File: src/rtl/psum_accum_pkg.sv
// ---------------------------------------------------------------------------
// Shared CNN datapath definitions used by the partial-sum accumulator.
//
// Provides:
//   `CNN_XLEN  - default datapath width of a PE sum
//   `ICP_NUM   - number of input-channel lanes feeding the adder tree
//   `SD        - delay placed on registered assignments; empty for synthesis
//   PE_STATE   - beat qualifier carried alongside data (INVALID/VALID)
//   psum_state_t - accumulator FSM states (IDLE/ACCUM/HOLD)
// ---------------------------------------------------------------------------
`ifndef CNN_XLEN
`define CNN_XLEN 16
`endif

`ifndef ICP_NUM
`define ICP_NUM 8
`endif

`ifndef SD
`define SD
`endif

package psum_accum_pkg;

  // Qualifier travelling with every data word between PE stages
  typedef enum logic {
    INVALID = 1'b0,
    VALID   = 1'b1
  } PE_STATE;

  // Accumulator FSM: waiting for a group, summing a group, presenting a result
  typedef enum logic [1:0] {
    IDLE  = 2'd0,
    ACCUM = 2'd1,
    HOLD  = 2'd2
  } psum_state_t;

endpackage

File: src/rtl/psum_accum_sat_clip.sv
// ---------------------------------------------------------------------------
// sat_clip - combinational signed clamp from a wide accumulator to the
// narrower result width.
//
// Ports:
//   din   in   signed IN_WID   wide accumulator value
//   dout  out  signed OUT_WID  din clamped to [-2^(OUT_WID-1), 2^(OUT_WID-1)-1]
// ---------------------------------------------------------------------------
module sat_clip #(
  parameter int IN_WID  = 24,
  parameter int OUT_WID = 16
) (
  input  logic signed [IN_WID-1:0]  din,
  output logic signed [OUT_WID-1:0] dout
);

  // Output range limits expressed at input width so the compare is signed
  // and full-width.
  localparam logic signed [IN_WID-1:0] MAX_V =
    {{(IN_WID-OUT_WID+1){1'b0}}, {(OUT_WID-1){1'b1}}};
  localparam logic signed [IN_WID-1:0] MIN_V =
    {{(IN_WID-OUT_WID+1){1'b1}}, {(OUT_WID-1){1'b0}}};

  always_comb begin
    dout = din[OUT_WID-1:0];
    if (din > MAX_V) begin
      dout = MAX_V[OUT_WID-1:0];
    end else if (din < MIN_V) begin
      dout = MIN_V[OUT_WID-1:0];
    end
  end

endmodule

File: src/rtl/psum_accum.sv
// ---------------------------------------------------------------------------
// psum_accum - accumulates groups of partial sums from an upstream adder
// tree and presents one saturated result per group with a ready handshake.
//
// Ports:
//   clk         in   1          single clock, posedge
//   reset       in   1          synchronous, active-high
//   status_in   in   PE_STATE   VALID marks data_in as a live partial sum
//   data_in     in   DATA_WID   signed partial sum
//   grp_num     in   CNT_WID    sums per result (0 treated as 1), sampled on
//                               the first beat of a group only
//   in_ready    out  1          a VALID beat is consumed this cycle
//   out_ready   in   1          downstream takes the held result this cycle
//   status_out  out  PE_STATE   VALID while a result is held
//   data_out    out  DATA_WID   saturated group sum
//   drop_err    out  1          sticky: a VALID beat arrived while not ready
// ---------------------------------------------------------------------------
module psum_accum
  import psum_accum_pkg::*;
#(
  parameter int DATA_WID = `CNN_XLEN,
  parameter int ACC_WID  = DATA_WID + 8,
  parameter int CNT_WID  = 8
) (
  input  logic                       clk,
  input  logic                       reset,
  input  PE_STATE                    status_in,
  input  logic signed [DATA_WID-1:0] data_in,
  input  logic [CNT_WID-1:0]         grp_num,
  output logic                       in_ready,
  input  logic                       out_ready,
  output PE_STATE                    status_out,
  output logic signed [DATA_WID-1:0] data_out,
  output logic                       drop_err
);

  psum_state_t               state;
  logic signed [ACC_WID-1:0] acc;
  logic signed [ACC_WID-1:0] acc_next;
  logic signed [ACC_WID-1:0] data_ext;
  logic signed [DATA_WID-1:0] clip_out;
  logic [CNT_WID-1:0]        cnt;
  logic [CNT_WID-1:0]        tgt;
  logic [CNT_WID-1:0]        start_tgt;
  logic                      beat;
  logic                      start;
  logic                      last;

  // A held result blocks new input unless downstream takes it in the same
  // cycle, which lets the next group start without a bubble.
  assign in_ready = (state != HOLD) || out_ready;
  assign beat     = (status_in == VALID) && in_ready;

  assign data_ext = {{(ACC_WID-DATA_WID){data_in[DATA_WID-1]}}, data_in};

  // Outside ACCUM any consumed beat opens a new group, so both the running
  // sum and the "is this the last beat" test depend on that distinction.
  always_comb begin
    start     = beat && (state != ACCUM);
    start_tgt = (grp_num == '0) ? CNT_WID'(1) : grp_num;
    acc_next  = start ? data_ext : (acc + data_ext);
    last      = start ? (start_tgt == CNT_WID'(1))
                      : ((cnt + CNT_WID'(1)) == tgt);
  end

  // Clamp the value the accumulator is about to take so the result can be
  // registered on the same edge as the final beat.
  sat_clip #(
    .IN_WID  (ACC_WID),
    .OUT_WID (DATA_WID)
  ) u_sat_clip (
    .din  (acc_next),
    .dout (clip_out)
  );

  // Single-process FSM with registered outputs. A consumed beat either
  // opens or extends a group; the last beat of a group moves to HOLD and
  // latches the clamped result. HOLD is left only through out_ready.
  always_ff @(posedge clk) begin
    if (reset) begin
      state      <= `SD IDLE;
      acc        <= `SD '0;
      cnt        <= `SD '0;
      tgt        <= `SD '0;
      status_out <= `SD INVALID;
      data_out   <= `SD '0;
      drop_err   <= `SD 1'b0;
    end else begin
      if ((status_in == VALID) && !in_ready) begin
        drop_err <= `SD 1'b1;
      end

      if (beat) begin
        acc <= `SD acc_next;
        if (start) begin
          cnt <= `SD CNT_WID'(1);
          tgt <= `SD start_tgt;
        end else begin
          cnt <= `SD cnt + CNT_WID'(1);
        end

        if (last) begin
          state      <= `SD HOLD;
          status_out <= `SD VALID;
          data_out   <= `SD clip_out;
        end else begin
          state      <= `SD ACCUM;
          status_out <= `SD INVALID;
        end
      end else if ((state == HOLD) && out_ready) begin
        state      <= `SD IDLE;
        status_out <= `SD INVALID;
      end
    end
  end

endmodule

File: config.mk
export PLATFORM = sky130hd
export DESIGN_NAME = psum_accum
export DESIGN_NICKNAME = d
export VERILOG_FILES = /design/src/rtl/psum_accum_pkg.sv /design/src/rtl/psum_accum_sat_clip.sv /design/src/rtl/psum_accum.sv
export SDC_FILE = /design/constraint.sdc
export NUM_CORES = 1
export LEC_CHECK = 0
export ABC_AREA = 1
export BUFFER_PORTS_ARGS = -buffer_cell sky130_fd_sc_hd__buf_4
export CAP_MARGIN = 15
export CORE_ASPECT_RATIO = 1.5
export CORE_MARGIN = 2
export CORE_UTILIZATION = 30
export DETAILED_ROUTE_END_ITERATION = 12
export PLACE_DENSITY = 0.58
export SLEW_MARGIN = 10
export SYNTH_ARGS = -nofsm -noshare
export SYNTH_HDL_FRONTEND = slang
export SYNTH_HIERARCHICAL = 1
export SYNTH_SLANG_ARGS = --single-unit
File: constraint.sdc
create_clock -name clk -period 2.4 [get_ports clk]
set_input_delay 0 -clock clk [delete_from_list [all_inputs] [get_ports clk]]
set_output_delay 0 -clock clk [all_outputs]
set_load 0.03 [all_outputs]
### Yosys cells after proc, flatten, opt, wreduce, memory -nomap -nowiden

Index checks and enable logic that the tools add are counted.

| storage, ports and cells | value |
|---|---|
| memory bits (read-only) | 0 |
| word-level logic and storage cells | 38 |
| bits in latches | 0 |
| memory bits (writable) | 0 |
| bits of input ports | 28 |
| register bits | 60 |
| memories | 0 |
| output and inout port bits | 19 |

| cells by class | value |
|---|---|
| $add $sub $neg | 2 |
| div/mod/pow operators | 0 |
| muxes and demuxes | 12 |
| bitwise operators | 0 |
| reduce and logical (&&, ||, !) cells | 10 |
| order comparisons | 2 |
| equal/unequal tests | 5 |
| shift-type cells | 0 |
| multipliers | 0 |

Operators by type and width:

| operator | number |
|---|---|
| two-way mux 16 bit | 2 |
| adder 24 x 16 -> 24 bit | 1 |
| greater-than comparator 24 x 16 -> 1 bit, second input constant | 1 |
| < comparator 24 x 16 -> 1 bit, second input constant | 1 |
| two-way mux 24 bit | 1 |
| two-way mux 8 bit | 2 |
| adder 8 x 1 -> 8 bit, second input constant | 1 |
| equality test 8 x 1 -> 1 bit, second input constant | 1 |
| equality test 8 bit | 1 |
| zero test 8 bit | 1 |
| two-way mux 2 bit | 3 |
| logical AND 1 bit | 4 |
| two-way mux 1 bit | 4 |
| AND reduction 2 bit | 2 |
| equality test 2 bit, second input constant | 1 |
| != test 2 x 1 -> 1 bit, second input constant | 1 |
| != test 2 bit, second input constant | 1 |
| nonzero test 2 bit | 1 |
| zero test 1 bit | 1 |
| logical OR 1 bit | 1 |

### Depth between registers and ports, before layout

| depth | value |
|---|---|
| depth in word-level cells | 8 |
| mapped depth | 24 |
| mapped depth without buffers | 23 |

### Hierarchy

Netlist, hierarchy kept.

Modules (own cells, without submodules):

| module | cells an instance | area an instance (µm²) | times used | sequential area each (µm²) |
|---|---|---|---|---|
| psum_accum | 771 | 4624.4 | 1 | 1181.1 |
| sat_clip | 48 | 212.7 | 1 | 0.0 |

### Worst setup path before layout

OpenSTA, ideal clock, no wires.

| timing path | value |
|---|---|
| path type | reg2reg |
| from | reg, netlist name status_out |
| to | reg data_out[13] |
| clock period less this slack | 2.624 ns |
| path slack | -0.224 ns |
| cell stages (with the launch flop) | 16 |
| buffers on the path | 2 |
| required time | 2.285 ns |
| data arrival time | 2.508 ns |
| setup time | 0.115 ns |
| path through | dfxtp_1 -> nand3b_1 -> nand2_1 -> nor2_4 -> nand2_1 -> clkbuf_1 -> nand2_1 -> nor2_1 -> nand2_1 -> o21bai_4 -> buf_6 -> nand2_1 -> inv_1 -> nand3_2 -> nand2_1 -> nor2_1 |

RTL lines:

| element | RTL line | RTL |
|---|---|---|
| end signal, assigned | psum_accum.sv:86 | `` data_out <= `SD '0; `` |
| end signal, assigned | psum_accum.sv:105 | `` data_out <= `SD clip_out; `` |
| end, declared | psum_accum.sv:33 | `output logic signed [DATA_WID-1:0] data_out,` |

### Worst setup path after layout

| timing path | value |
|---|---|
| from | reg acc[0] |
| to | reg data_out[13] |

| on the way | value |
|---|---|
| longest elaborated chain between the ends | 5 |
| elaborated cells between the ends (all ways) | 6 |
| those cells by class | 1 x add/sub; 2 x order compare; 3 x mux |

Ends and longest elaborated chain:

| element | RTL line | RTL |
|---|---|---|
| start, declared | psum_accum.sv:38 | `logic signed [ACC_WID-1:0] acc;` |
| start signal, assigned | psum_accum.sv:82 | `` acc <= `SD '0; `` |
| start signal, assigned | psum_accum.sv:94 | `` acc <= `SD acc_next; `` |
| adder 24 x 16 -> 24 bit * | psum_accum.sv:61 | `acc_next = start ? data_ext : (acc + data_ext);` |
| two-way mux 24 bit * | psum_accum.sv:61 |  |
| named net acc_next[18] | psum_accum.sv:39 | `logic signed [ACC_WID-1:0] acc_next;` |
| < comparator 24 x 16 -> 1 bit | psum_accum_sat_clip.sv:28 | `end else if (din < MIN_V) begin` |
| two-way mux 16 bit | psum_accum_sat_clip.sv:28 |  |
| two-way mux 16 bit * | psum_accum_sat_clip.sv:26 | `if (din > MAX_V) begin` |
| named net clip_out[13] | psum_accum.sv:41 | `logic signed [DATA_WID-1:0] clip_out;` |

The timed path passes the listed nets; every way through them passes the cells marked *.
A chain may end at the register's enable or synchronous reset.

==> impl_metrics.csv <==
group,metric,value,unit
power_and_ir_drop,finalPower,4.54,mW
sta,max_freq,374,MHz
yosys,syn_area,4840,µm²
yosys,synth-compound-area-share,12.5,%
cells_and_area,layout_common_cells,"226 x nand2_1, 130 x buf_4, 117 x inv_1",
placement,dp.final_hpwl,11.6,mm
yosys,ys_seq_area_share,24.4,%
clock_network,htreeDepth,3,
cells_and_area,syn_to_final_growth,39.8,%
setup_path,crit_start,"acc[0]",
yosys,synth_cell_types,40,
routing,first_pass_iters,4,
setup_path,worstSetupEndpointType,"flip-flop",
setup_path,startpoint_type,"flip-flop",
clock_network,cts-buffers-inserted,9,
power_and_ir_drop,peakVddDrop,0.306,mV
yosys,synth_area_per_cell,5.91,µm²
floorplanning,core,15700,µm²
setup_path,crit_type,"reg2reg",
global_route,antenna_found_initial,0,
setup_path,worst-path-max-fanout,8,
floorplanning,io_pins,47,
yosys,synthAdderAreaFrac,6.62,%
yosys,synth_fp_nets,872,
yosys,yosys_warnings,6,
cells_and_area,final_util,43.1,%
yosys,synth-simple-area-share,40.4,%
sta,hold_viol,0,
placement,place_area,5920,µm²
setup_path,r2r_start,"acc[0]",
sta,layout_min_cycle_time,2.67,ns
floorplanning,die-area,17200,µm²
routing,drc_errors,0,
cells_and_area,final_nets,1001,
sta,fin_crit_sh,111,%
outcome,violations,"negative setup slack",
yosys,async_reset_ff_share,0,%
setup_path,critPathRequiredTime,2.64,ns
sta,max_slew_margin,71.3,%
sta,setup_viol,15,
yosys,synth_mux_area_share,0,%
yosys,synth_cells,819,
floorplanning,initial_utilization,30.8,%
cells_and_area,antenna_cells,0,
worst_hold_path,min_from,"data_in[4]",
floorplanning,die_x,108,µm
yosys,synth-xor-area-share,1.99,%
routing,viasPerCell,4.57,
yosys,ys_seq_elements,59,
yosys,synth_top_family_by_area,"simple AND/OR/NAND/NOR gates",
power_and_ir_drop,leakagePower,3.47,nW
power_and_ir_drop,p_per_area,672,nW/µm²
placement,pre_cts_ws,-0.368,ns
sta,slew_viol_final,0,
routing,first_iter_violations,282,
floorplanning,die_h,160,µm
global_route,grt_overflow,0,
routing,postRouteWirelength,15.1,mm
routing,route.vias.total,5287,
global_route,grt_pass1_wl,24.4,mm
global_route,grt_pass1_vias,5206,
sta,rsz0062_at_grt,"true",
placement,port_buffers,46,
global_route,grt_max_degree,43,
placement,gp_congestion,0.877,
outcome,status,"complete, but fails checks",
clock_network,cts-root-buf,"clkbuf_16",
clock_network,clock_sinks,59,
cells_and_area,final_common_cell,"nand2_1",
flow_run,drv_cap,0,
clock_network,clockBufferDepth,2,
clock_network,clk_pin_slew,0.06,ns
cells_and_area,design_area,6760,µm²
setup_path,cp.arrival,2.91,ns
cells_and_area,drive_above_1_share,27.5,%
yosys,synth_edf_count,0,
routing,post_drt_wl_per_cell,13.1,µm
routing,drtAntennaViolNets,0,
clock_network,cts_tree,"built",
yosys,synth_top_flop_cell,"dfxtp_1",
clock_network,clock_latency,0.34,ns
sta,fin_ws,-0.275,ns
cells_and_area,fill_cells,1681,
sta,tightest_slew,0.430,ns
worst_hold_path,hold_class,"in2reg",
global_route,grt_use_total,18.1,%
sta,skew,0.00849,ns
floorplanning,rows,56,
cell families after synthesis:
| kind of cell | Yosys count |
|---|---|
| AO/OA/AOI/OAI | 109 |
| buffers and inverters | 158 |
| adder cells (fa/ha/maj) | 25 |
| AND/OR/NAND/NOR | 457 |
| XOR/XNOR | 11 |
| flip-flops | 59 |
cells in the mapped netlist, drive strengths merged (4+ instances only):
| master | number | area share (%) |
|---|---|---|
| a21oi | 59 | 6.6 |
| buf | 20 | 3.3 |
| clkbuf | 7 | 0.54 |
| dfxtp | 59 | 24 |
| ha | 24 | 6.2 |
| inv | 129 | 10 |
| nand2 | 259 | 20 |
| nand3 | 72 | 8.0 |
| nand3b | 6 | 0.93 |
| nand4 | 7 | 0.91 |
| nor2 | 98 | 8.3 |
| nor3 | 4 | 0.41 |
| o21a | 4 | 0.62 |
| o21ai | 39 | 4.1 |
| or2 | 8 | 1.0 |
| xor2 | 8 | 1.4 |
per-stage QoR:
stage / TNS, ns / std cells / hold WS (ns)
finish: -3.64 / 1156 / 0.0154
global route: -6.54 / 1156 / 0.0261
CTS: -3.59 / 1155 / 0.0000503
detailed placement: -5.05 / 1126 / 0.240
global placement: -4.74 / 1126 / 0.243
floorplan: 0 / 819 / 0.135
flip-flops by register name, summed over array words and instances (netlist names):
name	cells
status_out	1
state	1
acc	24
data_out	16
drop_err	1
tgt	8
cnt	8
worst paths after layout:
kind	to	slack [ns]	depth (start not counted)
max	data_out[13]	-0.27	23
min	acc[4]	0.02	3
max reg2reg	data_out[13]	-0.27	23
min reg2reg	tgt[4]	0.48	2
power by group:
part / leakage [nW] / switching, mW / internal, mW
Clock: 0.166 / 0.518 / 1.02
Sequential: 0.488 / 0.0697 / 1.08
Combinational: 2.81 / 1.05 / 0.809
Total: 3.47 / 1.63 / 2.91
critical path: stages (launching register included):
cell and delay, ns:
dfxtp_2 0.35, ha_4 0.13, inv_2 0.03, fa_2 0.34, inv_2 0.08, nand3_4 0.07, buf_6 0.12, nor2_2 0.06
nand2_1 0.05, nand3b_1 0.10, nand2_2 0.08, nand2_1 0.06, nand2_1 0.06, nand3_2 0.07, nand2_2 0.05, nor2_1 0.08
nand2_1 0.09, o21bai_4 0.23, buf_12 0.17, nand2_1 0.06, inv_1 0.06, nand3_2 0.07, nand2_2 0.09, nor2_1 0.04
layout make-up:
type	count	area [µm²]	area share (%)
Clock buffer	9	225	3.33
Clock inverter	7	124	1.83
Inverter	131	493	7.29
Multi-Input combinational cell	603	3330	49.2
Sequential cell	59	1180	17.5
Tap cell	203	254	3.76
Timing Repair Buffer	144	1150	17.0
routing by layer:
layer / part of all wire (%) / routed length [µm] / vias to the layer above / GRT usage [%]
met3: 2.2 / 329 / 37 / 2.21
met4: 4.5 / 688 / 0 / 10.3
met1: 39 / 5970 / 2354 / 18.7
met5: 0 / 0 / - / 0
met2: 54 / 8150 / 74 / 33.9
li1: - / - / 2822 / -
repair_timing:
| item | 4_1_cts | 5_1_grt |
|---|---|---|
| hold buffers | 10 | 0 |
| pin swaps | 11 | 7 |
| buffers inserted | 1 | 1 |
| endpoints found under the setup margin | 15 | 16 |
| resized for setup | 51 | 35 |
| endpoints found under the hold margin | 10 | 0 |
| gates cloned | 2 | 0 |
Power figures use the tool's default switching activity.
